<file path="src/rtl/countdown_timer_pkg.sv">
// Shared state encoding and mode constants for the countdown timer.
package timer_pkg;

  typedef enum logic [1:0] {
    ST_IDLE   = 2'd0,
    ST_RUN    = 2'd1,
    ST_PAUSED = 2'd2,
    ST_DONE   = 2'd3
  } state_t;

  localparam logic MODE_ONESHOT = 1'b0;
  localparam logic MODE_RELOAD  = 1'b1;

endpackage

</file>
<file path="src/rtl/countdown_timer_tick_prescaler.sv">
// Clock-enable prescaler: wraps every DIV enabled cycles and flags the last phase.
module tick_prescaler #(
  parameter int unsigned DIV = 4
) (
  input  logic clk,
  input  logic rst,
  input  logic clr,
  input  logic en,
  output logic tick
);

  localparam int unsigned W = $clog2(DIV);
  localparam logic [W-1:0] LAST = W'(DIV - 1);

  logic [W-1:0] r_cnt;

  always_ff @(posedge clk or posedge rst) begin
    if (rst) begin
      r_cnt <= '0;
    end else if (clr) begin
      r_cnt <= '0;
    end else if (en) begin
      r_cnt <= (r_cnt == LAST) ? '0 : r_cnt + W'(1);
    end
  end

  assign tick = (r_cnt == LAST);

endmodule

</file>
<file path="src/rtl/countdown_timer.sv">
// Countdown timer with runtime load, pause/resume, one-shot or auto-reload and expiry pulse.
module countdown_timer
  import timer_pkg::*;
#(
  parameter int unsigned CLK_HZ  = 100_000_000,
  parameter int unsigned TICK_HZ = 1,
  parameter int unsigned COUNT_W = 5
) (
  input  logic               clk,
  input  logic               rst,
  input  logic               start,
  input  logic               pause,
  input  logic [COUNT_W-1:0] load_val,
  input  logic               mode,
  output logic [COUNT_W-1:0] count,
  output logic               running,
  output logic               expired,
  output logic               tick
);

  localparam int unsigned DIV = CLK_HZ / TICK_HZ;

  if ((CLK_HZ % TICK_HZ) != 0 || DIV < 2) begin : g_bad_div
    $error("countdown_timer: CLK_HZ/TICK_HZ must be an integer >= 2");
  end

  state_t             r_state;
  logic [COUNT_W-1:0] r_count;
  logic [COUNT_W-1:0] r_reload;
  logic               r_mode;
  logic               r_expired;

  logic w_active;
  logic w_pre_tick;
  logic w_idle_or_done;

  // The resume cycle already counts so a pause of P cycles costs exactly P cycles.
  assign w_active       = ((r_state == ST_RUN) || (r_state == ST_PAUSED)) && !pause;
  assign w_idle_or_done = (r_state == ST_IDLE) || (r_state == ST_DONE);

  tick_prescaler #(
    .DIV (DIV)
  ) u_prescaler (
    .clk  (clk),
    .rst  (rst),
    .clr  (start || w_idle_or_done),
    .en   (w_active),
    .tick (w_pre_tick)
  );

  always_ff @(posedge clk or posedge rst) begin
    if (rst) begin
      r_state   <= ST_IDLE;
      r_count   <= '0;
      r_reload  <= '0;
      r_mode    <= MODE_ONESHOT;
      r_expired <= 1'b0;
    end else begin
      r_expired <= 1'b0;
      if (start) begin
        r_count  <= load_val;
        r_reload <= load_val;
        r_mode   <= mode;
        if (load_val == '0) begin
          r_state   <= ST_DONE;
          r_expired <= 1'b1;
        end else begin
          r_state <= ST_RUN;
        end
      end else begin
        case (r_state)
          ST_RUN, ST_PAUSED: begin
            if (pause) begin
              r_state <= ST_PAUSED;
            end else begin
              r_state <= ST_RUN;
              if (w_pre_tick) begin
                if (r_count == COUNT_W'(1)) begin
                  r_expired <= 1'b1;
                  if (r_mode == MODE_RELOAD) begin
                    r_count <= r_reload;
                  end else begin
                    r_count <= '0;
                    r_state <= ST_DONE;
                  end
                end else if (r_count != '0) begin
                  r_count <= r_count - COUNT_W'(1);
                end
              end
            end
          end
          default: ;
        endcase
      end
    end
  end

  assign count   = r_count;
  assign running = (r_state == ST_RUN) || (r_state == ST_PAUSED);
  assign expired = r_expired;
  assign tick    = (r_state == ST_RUN) && w_pre_tick;

endmodule

</file>
<file path="config.mk">
export PLATFORM = sky130hd
export DESIGN_NAME = countdown_timer
export DESIGN_NICKNAME = d
export VERILOG_FILES = /design/src/rtl/countdown_timer_pkg.sv /design/src/rtl/countdown_timer_tick_prescaler.sv /design/src/rtl/countdown_timer.sv
export SDC_FILE = /design/constraint.sdc
export NUM_CORES = 1
export LEC_CHECK = 0
export BUFFER_PORTS_ARGS = -buffer_cell sky130_fd_sc_hd__buf_2
export CAP_MARGIN = 20
export CORE_UTILIZATION = 54
export DETAILED_ROUTE_END_ITERATION = 10
export GPL_ROUTABILITY_DRIVEN = 1
export GPL_TIMING_DRIVEN = 0
export PLACE_DENSITY = 0.78
export SYNTH_ARGS = -nofsm -noshare
export SYNTH_HDL_FRONTEND = slang
export SYNTH_HIERARCHICAL = 1
export SYNTH_SLANG_ARGS = --single-unit
</file>
<file path="constraint.sdc">
create_clock -name clk -period 1.94 [get_ports clk]
set_input_delay 0.388 -clock clk [delete_from_list [all_inputs] [get_ports clk]]
set_output_delay 0.388 -clock clk [all_outputs]
set_load 0.01 [all_outputs]
</file>
==> results of run 1 <==
## stage by stage
step	total power (uW)	hold WS, ns	util (%)
after floorplan	1290	0.277	-
after global placement	1410	0.472	61.9
after detailed placement	1410	0.465	61.9
after CTS	2090	0.137	70.2
after global routing	2240	0.156	72.7
final	2120	0.118	72.7
## timing repair
item	4_1_cts	5_1_grt
setup endpoints to repair	24	28
hold buffers	0	0
pin swaps	14	13
cloned	1	0
buffers inserted	19	6
gates resized for setup	22	8
## worst reg2reg max path, cell delays in order (launching register included)
cell and delay [ns]:
dfrtp_1 0.47, nor4bb_4 0.37, nand4_2 0.21, nor2_4 0.18, nor3b_4 0.27, o22ai_4 0.15, nor4_4 0.30, a2111oi_2 0.06
## registers in the layout (all words and copies together) (netlist names)
register	flops
u_prescaler/r_cnt	27
count	5
r_reload	5
r_state	2
expired	1
r_mode	1
## power by group through the flow
stage / clock network, uW / logic (uW) / registers [uW]
global route: 647 / 629 / 968
detailed placement: 0 / 444 / 971
finish: 588 / 568 / 958
global placement: 0 / 437 / 969
floorplan: 0 / 324 / 970
CTS: 601 / 532 / 954
## cell usage in the layout, fill, tap and decap left out, types with 3 or more instances in the layout
| master | synthesis | layout |
|---|---|---|
| dfrtp_1 | 41 | 37 |
| nor2_1 | 32 | 30 |
| nor2b_1 | 6 | 6 |
| a21oi_1 | 5 | 5 |
| dfrtp_2 | 0 | 4 |
| inv_1 | 9 | 8 |
| o21ai_0 | 5 | 3 |
| clkbuf_8 | 0 | 6 |
| ha_1 | 5 | 3 |
| buf_2 | 2 | 17 |
| nand3_1 | 14 | 12 |
| nand2b_1 | 3 | 3 |
| mux2_2 | 4 | 4 |
| nand2_1 | 24 | 24 |
| xor2_1 | 17 | 17 |
| buf_6 | 0 | 3 |
| buf_4 | 4 | 27 |
| nor3_1 | 7 | 7 |
| xnor2_1 | 5 | 5 |
| nor2_2 | 2 | 3 |
| nand4_1 | 6 | 6 |
| o21ai_1 | 2 | 4 |
| nand4b_1 | 3 | 3 |
| and3_1 | 3 | 3 |
## cell type report
type | count | area (sq um)
Clock buffer | 6 | 82.6
Inverter | 9 | 33.8
Buffer | 5 | 37.5
Fill cell | 278 | 1120
Sequential cell | 41 | 1030
Clock inverter | 2 | 13.8
Tap cell | 50 | 62.6
Multi-Input combinational cell | 188 | 1420
Timing Repair Buffer | 43 | 312
## cells by family after synthesis
group	share of synthesized area (%)
AND/OR/NAND/NOR	30.1
flip-flops	43.2
AO/OA/AOI/OAI	9.97
XOR/XNOR	8.12
buffers and inverters	3.11
multiplexers	2.80
adder cells (fa/ha/maj)	2.64
## layer usage
layer / part of all wire (%) / GRT usage, % / vias up
met4: 2.8 / 12.2 / 0
met1: 44 / 35.2 / 977
met5: 0 / 0 / -
met2: 47 / 40.0 / 71
li1: - / - / 962
met3: 5.4 / 6.33 / 17
## worst max path at each step
stage	depth (start not counted)	startpoint	endpoint
floorplan	9	start	u_prescaler/r_cnt[24]$_DFFE_PP0P_
detailed placement	10	start	u_prescaler/r_cnt[16]$_DFFE_PP0P_
global route	5	u_prescaler/r_cnt[26]$_DFFE_PP0P_	tick
global placement	10	start	u_prescaler/r_cnt[24]$_DFFE_PP0P_
finish	5	u_prescaler/r_cnt[26]$_DFFE_PP0P_	tick
CTS	6	u_prescaler/r_cnt[0]$_DFFE_PP0P_	tick
## synthesized netlist by cell type, types with 4 or more instances
cell type,n
nor2_1,32
ha_1,5
mux2_2,4
nor3_1,7
nand3_1,14
a21oi_1,5
xor2_1,17
inv_1,9
xnor2_1,5
dfrtp_1,41
buf_4,4
nand4_1,6
nor2b_1,6
nand2_1,24
o21ai_0,5
==> run metrics, run 1 <==
share of cells above drive strength 1 32.7%; Worst Max-Slew Pin Slew 0.544 ns; Post-synth EDFFs 0; WP data arrival 1.78 ns; Clk network pwr share 27.8%; top cells by area, synth dfrtp_1 (43%), xor2_1 (6.3%), nor2_1 (5.1%), nand2_1 (3.8%), nand3_1 (3.0%); Flop pwr share 45.3%; syn nets 258; Antenna diodes 0; Setup violations, final 7; Ys Warns 6; RR Endpoint count[0]$_DFFE_PP0P_; Initial Utilization 57.6%; P per Cell Area 707 nW/um^2; DP Cell Count 310; startpoint type of the worst setup path flip-flop; FF-to-FF Start u_prescaler/r_cnt[26]$_DFFE_PP0P_; Yosys top cell area share 43.2%; slowest CP cell dfrtp_1; Final Hold Violating Endpoints 0; run status finished, violations left; CTS tree done; Max clock buf depth 2; Vias 2,027; max-slew violations 0; Yosys reg bits 41; pre-CTS WS -0.560 ns; final non-filler cell area 2990 sq um; Max IR drop VDD 354 uV; switching power 669 uW; Async SR Flop Fraction 100%; routability cong. 0.816; combinational share of power 26.9%; die width 68.3 um; WL/cell 16.7 um; placed cell area 2550 sq um; crit-path cells nor4bb_4, nand4_2, nor2_4, and2_1, buf_2; total wire length 5.74 mm; Ports 18; Net Sw Frac 31.6%; Layout area overhead 26.1%; DR pass1 iterations 4; sequential share of the synthesized area 43.2%; Layout Nets 308; via/cell ratio 5.89; Avg Synthesized Cell Area 9.76 sq um; vias in the first global route 1,857; Sink Count 41; hold crit path type in -> async; cts bufs inserted 5; die footprint 4660 sq um; fin crit share 112%; WS Path Type reg -> out; Critical Path Max Stage Delay 0.47 ns; Internal Pwr Total 1450 uW; FP Rows 23; Setup crit end kind output pin; Synth Instances 243; Clock transition at path regs 0.09 ns; die height 68.3 um; setup TNS -0.800 ns; RSZ-0062 raised after global routing true; Skew-Pair Late Insertion Delay 0.30 ns; pin count of the biggest net entering global routing 28; Worst R2R Path Depth 7; Main synth FF type dfrtp_1; CTS H-tree depth 2; Cell Area, Synth 2370 sq um; worst-path fanout max 4; first-pass GRT wire length 8.91 mm; Buf/Inv on CP 1; R2R setup slack -0.20 ns; slew margin rel. 63.7%; failing checks negative setup slack; Core ar. 4120 sq um; initial drt markers 318; post-route ant nets 0; minimum clock period 2.17 ns; buffers added on ports 17; grt total ovfl 0; skew final 0.0188 ns; final worst setup slack -0.225 ns; Total GRT Usage 26.3%; post-route insts no fill 344; dpl hpwl 3.32 mm; clock root buffer clkbuf_8; biggest area consumer among synthesized cells dfrtp_1; initial antenna violation count 0; Top delay family on crit path simple AND/OR/NAND/NOR gates; distinct cell type count after synthesis 55; # Max-Cap Violations 0; WP data required 1.55 ns; drt drc 0; Max Clock Freq 462 MHz; P_leak 0.00131 uW
Power figures use the tool's default switching activity.
==> run 2, diff against run 1 <==
TNS_END_PERCENT = 20   (was default)
==> run 2 against run 1 <==
  * The run still ends with negative setup slack left
  * Sequential cell count stayed put
  * Worst setup slack better by 0.052 ns
  * Global-route usage is 1.5 points lower
  * Non-clock buffer count is 3 lower
  * Final area is 1.3% lower
  * Sequential share of layout area is 0.45 points higher
  * Register-to-register slack better by 0.11 ns
  * Via count is 4.0% lower
  * Die area stayed put
  * Combinational power is 2% lower
  * Critical endpoint unchanged
==> run metrics, run 2 (same netlist as run 1, synthesis figures left out) <==
run status finished, violations left; failing checks negative setup slack; Final Hold Violating Endpoints 0 (unchanged); DR pass1 iterations 4 (unchanged); fin crit share 109% (-2.7 points); FP Rows 23 (unchanged); share of cells above drive strength 1 31.3% (-1.4 points); Initial Utilization 57.6% (unchanged); hold_buf cts 0 (unchanged); Largest Register u_prescaler/r_cnt; Core ar. 4120 sq um (unchanged); clock root buffer clkbuf_8; WP data required 1.55 ns (about the same); Vias 1,945 (-4.0%); buffers added on ports 17 (unchanged); # Max-Cap Violations 0 (unchanged); Worst Max-Slew Pin Slew 0.538 ns (-0.00687 ns); max-slew violations 0 (unchanged); Setup crit end kind output pin; Max Clock Freq 473 MHz (+2.4%); Max IR drop VDD 354 uV (about the same); slew margin rel. 64.0% (+0.35 points); Total GRT Usage 24.9% (-1.5 points); RSZ-0062 raised after global routing true; pre-CTS WS -0.560 ns (unchanged); Layout Nets 305 (-0.97%); WL/cell 15.1 um (-9.5%); initial drt markers 174 (-45%); Final Core Density 71.7% (-0.94 points); commonest non-fill, non-tap cell in the layout dfrtp_1; initial antenna violation count 0 (unchanged); final worst setup slack -0.174 ns (+0.0517 ns); first-pass GRT wire length 8.48 mm (-4.9%); placed cell area 2550 sq um (unchanged); via/cell ratio 5.70 (-3.2%); startpoint type of the worst setup path flip-flop; hold crit path type in -> async; final non-filler cell area 2950 sq um (-1.3%); CTS tree done; Antenna diodes 0 (unchanged); Setup violations, final 10 (+3); die height 68.3 um (unchanged); WS Path Type reg -> out; drt drc 0 (unchanged); die width 68.3 um (unchanged); max FFs per register 27 (unchanged); P_leak 0.00129 uW (-1.3%); WP data arrival 1.73 ns (-0.05 ns); total wire length 5.15 mm (-10%); Clock transition at path regs 0.09 ns (about the same); minimum clock period 2.11 ns (-0.0517 ns); Sink Count 41 (unchanged); Worst R2R Path Depth 8 (+1); # fillers 286 (+2.9%); Skew-Pair Late Insertion Delay 0.30 ns (about the same); CTS H-tree depth 2 (unchanged); pin count of the biggest net entering global routing 28 (unchanged); Min Hold Slack 0.122 ns (+0.00439 ns); P per Cell Area 710 nW/um^2 (+0.35%); Layout area overhead 24.4%; most frequent cells in the layout dfrtp_1 (37), nor2_1 (31), buf_4 (24), nand2_1 (24); worst-path fanout max 4 (unchanged); skew final 0.0155 ns (-0.00338 ns); routability cong. 0.816 (unchanged); dpl hpwl 3.32 mm (unchanged); post-route ant nets 0 (unchanged); Max clock buf depth 2 (unchanged); Ports 18 (unchanged); die footprint 4660 sq um (unchanged); vias in the first global route 1,754 (-5.5%); grt total ovfl 0 (unchanged); cts bufs inserted 5 (unchanged); total power draw 2100 uW (-0.95%)
run 2: changes by cell type in the layout (fill, tap and decap cells not counted), sizes merged:
cell / before / now
buf: 48 / 45
run 2: report_power, final:
| part | internal (uW) | leakage, uW | total, uW | switching, uW |
|---|---|---|---|---|
| registers | 901 | 0.000537 | 957 | 55.4 |
| logic | 256 | 0.000700 | 555 | 299 |
| clock network | 288 | 0.0000512 | 584 | 295 |
| total | 1450 | 0.00129 | 2100 | 650 |
run 2: what timing repair did:
item | 4_1_cts | 5_1_grt
pin swaps | 9 | 13
setup endpoints to repair | 24 | 28
buffers inserted | 15 | 6
gates cloned | 1 | 0
resized for setup | 15 | 11
run 2: cell type report:
cell class	instances	area (sq um)	share of cell area, %
inverters	9	33.8	1.14
repair buffers	39	274	9.28
well taps	50	62.6	2.12
multi-input cells	188	1400	47.5
clock inverters	2	13.8	0.466
clock buffers	6	82.6	2.80
plain buffers	6	52.6	1.78
flip-flops and latches	41	1030	34.9
run 2: routing by layer:
| layer | wire, um | up-vias | global-route usage, % |
|---|---|---|---|
| met5 | 0 | - | 0 |
| met4 | 95 | 0 | 9.90 |
| met3 | 240 | 11 | 5.50 |
| met2 | 2400 | 48 | 37.4 |
| met1 | 2410 | 925 | 34.5 |
| li1 | - | 961 | - |
run 2: worst paths after layout:
check	start	endpoint	slack [ns]
worst max-delay path	u_prescaler/r_cnt[1]$_DFFE_PP0P_	tick	-0.17
worst min-delay path	rst	expired$_DFF_PP0_	0.12
worst max register to register	u_prescaler/r_cnt[1]$_DFFE_PP0P_	count[0]$_DFFE_PP0P_	-0.09
worst min register to register	r_reload[0]$_DFFE_PP0P_	r_reload[0]$_DFFE_PP0P_	0.50
max in group asynchronous	rst	u_prescaler/r_cnt[21]$_DFFE_PP0P_	1.36
min in group clk	mode	r_mode$_DFFE_PP0P_	0.32
run 2: worst max-delay path, stage by stage (launching register included):
cell	delay [ns]
dfrtp_1	0.41
ha_4	0.17
nand4_1	0.11
or3_4	0.36
nor2_4	0.12
and2_1	0.13
buf_2	0.12
run 2: per-stage QoR:
step	setup TNS (ns)	cells
finish	-0.517	341
floorplan	-0.145	243
CTS	-0.991	334
global route	-2.73	341
global placement	-9.24	310
detailed placement	-9.40	310
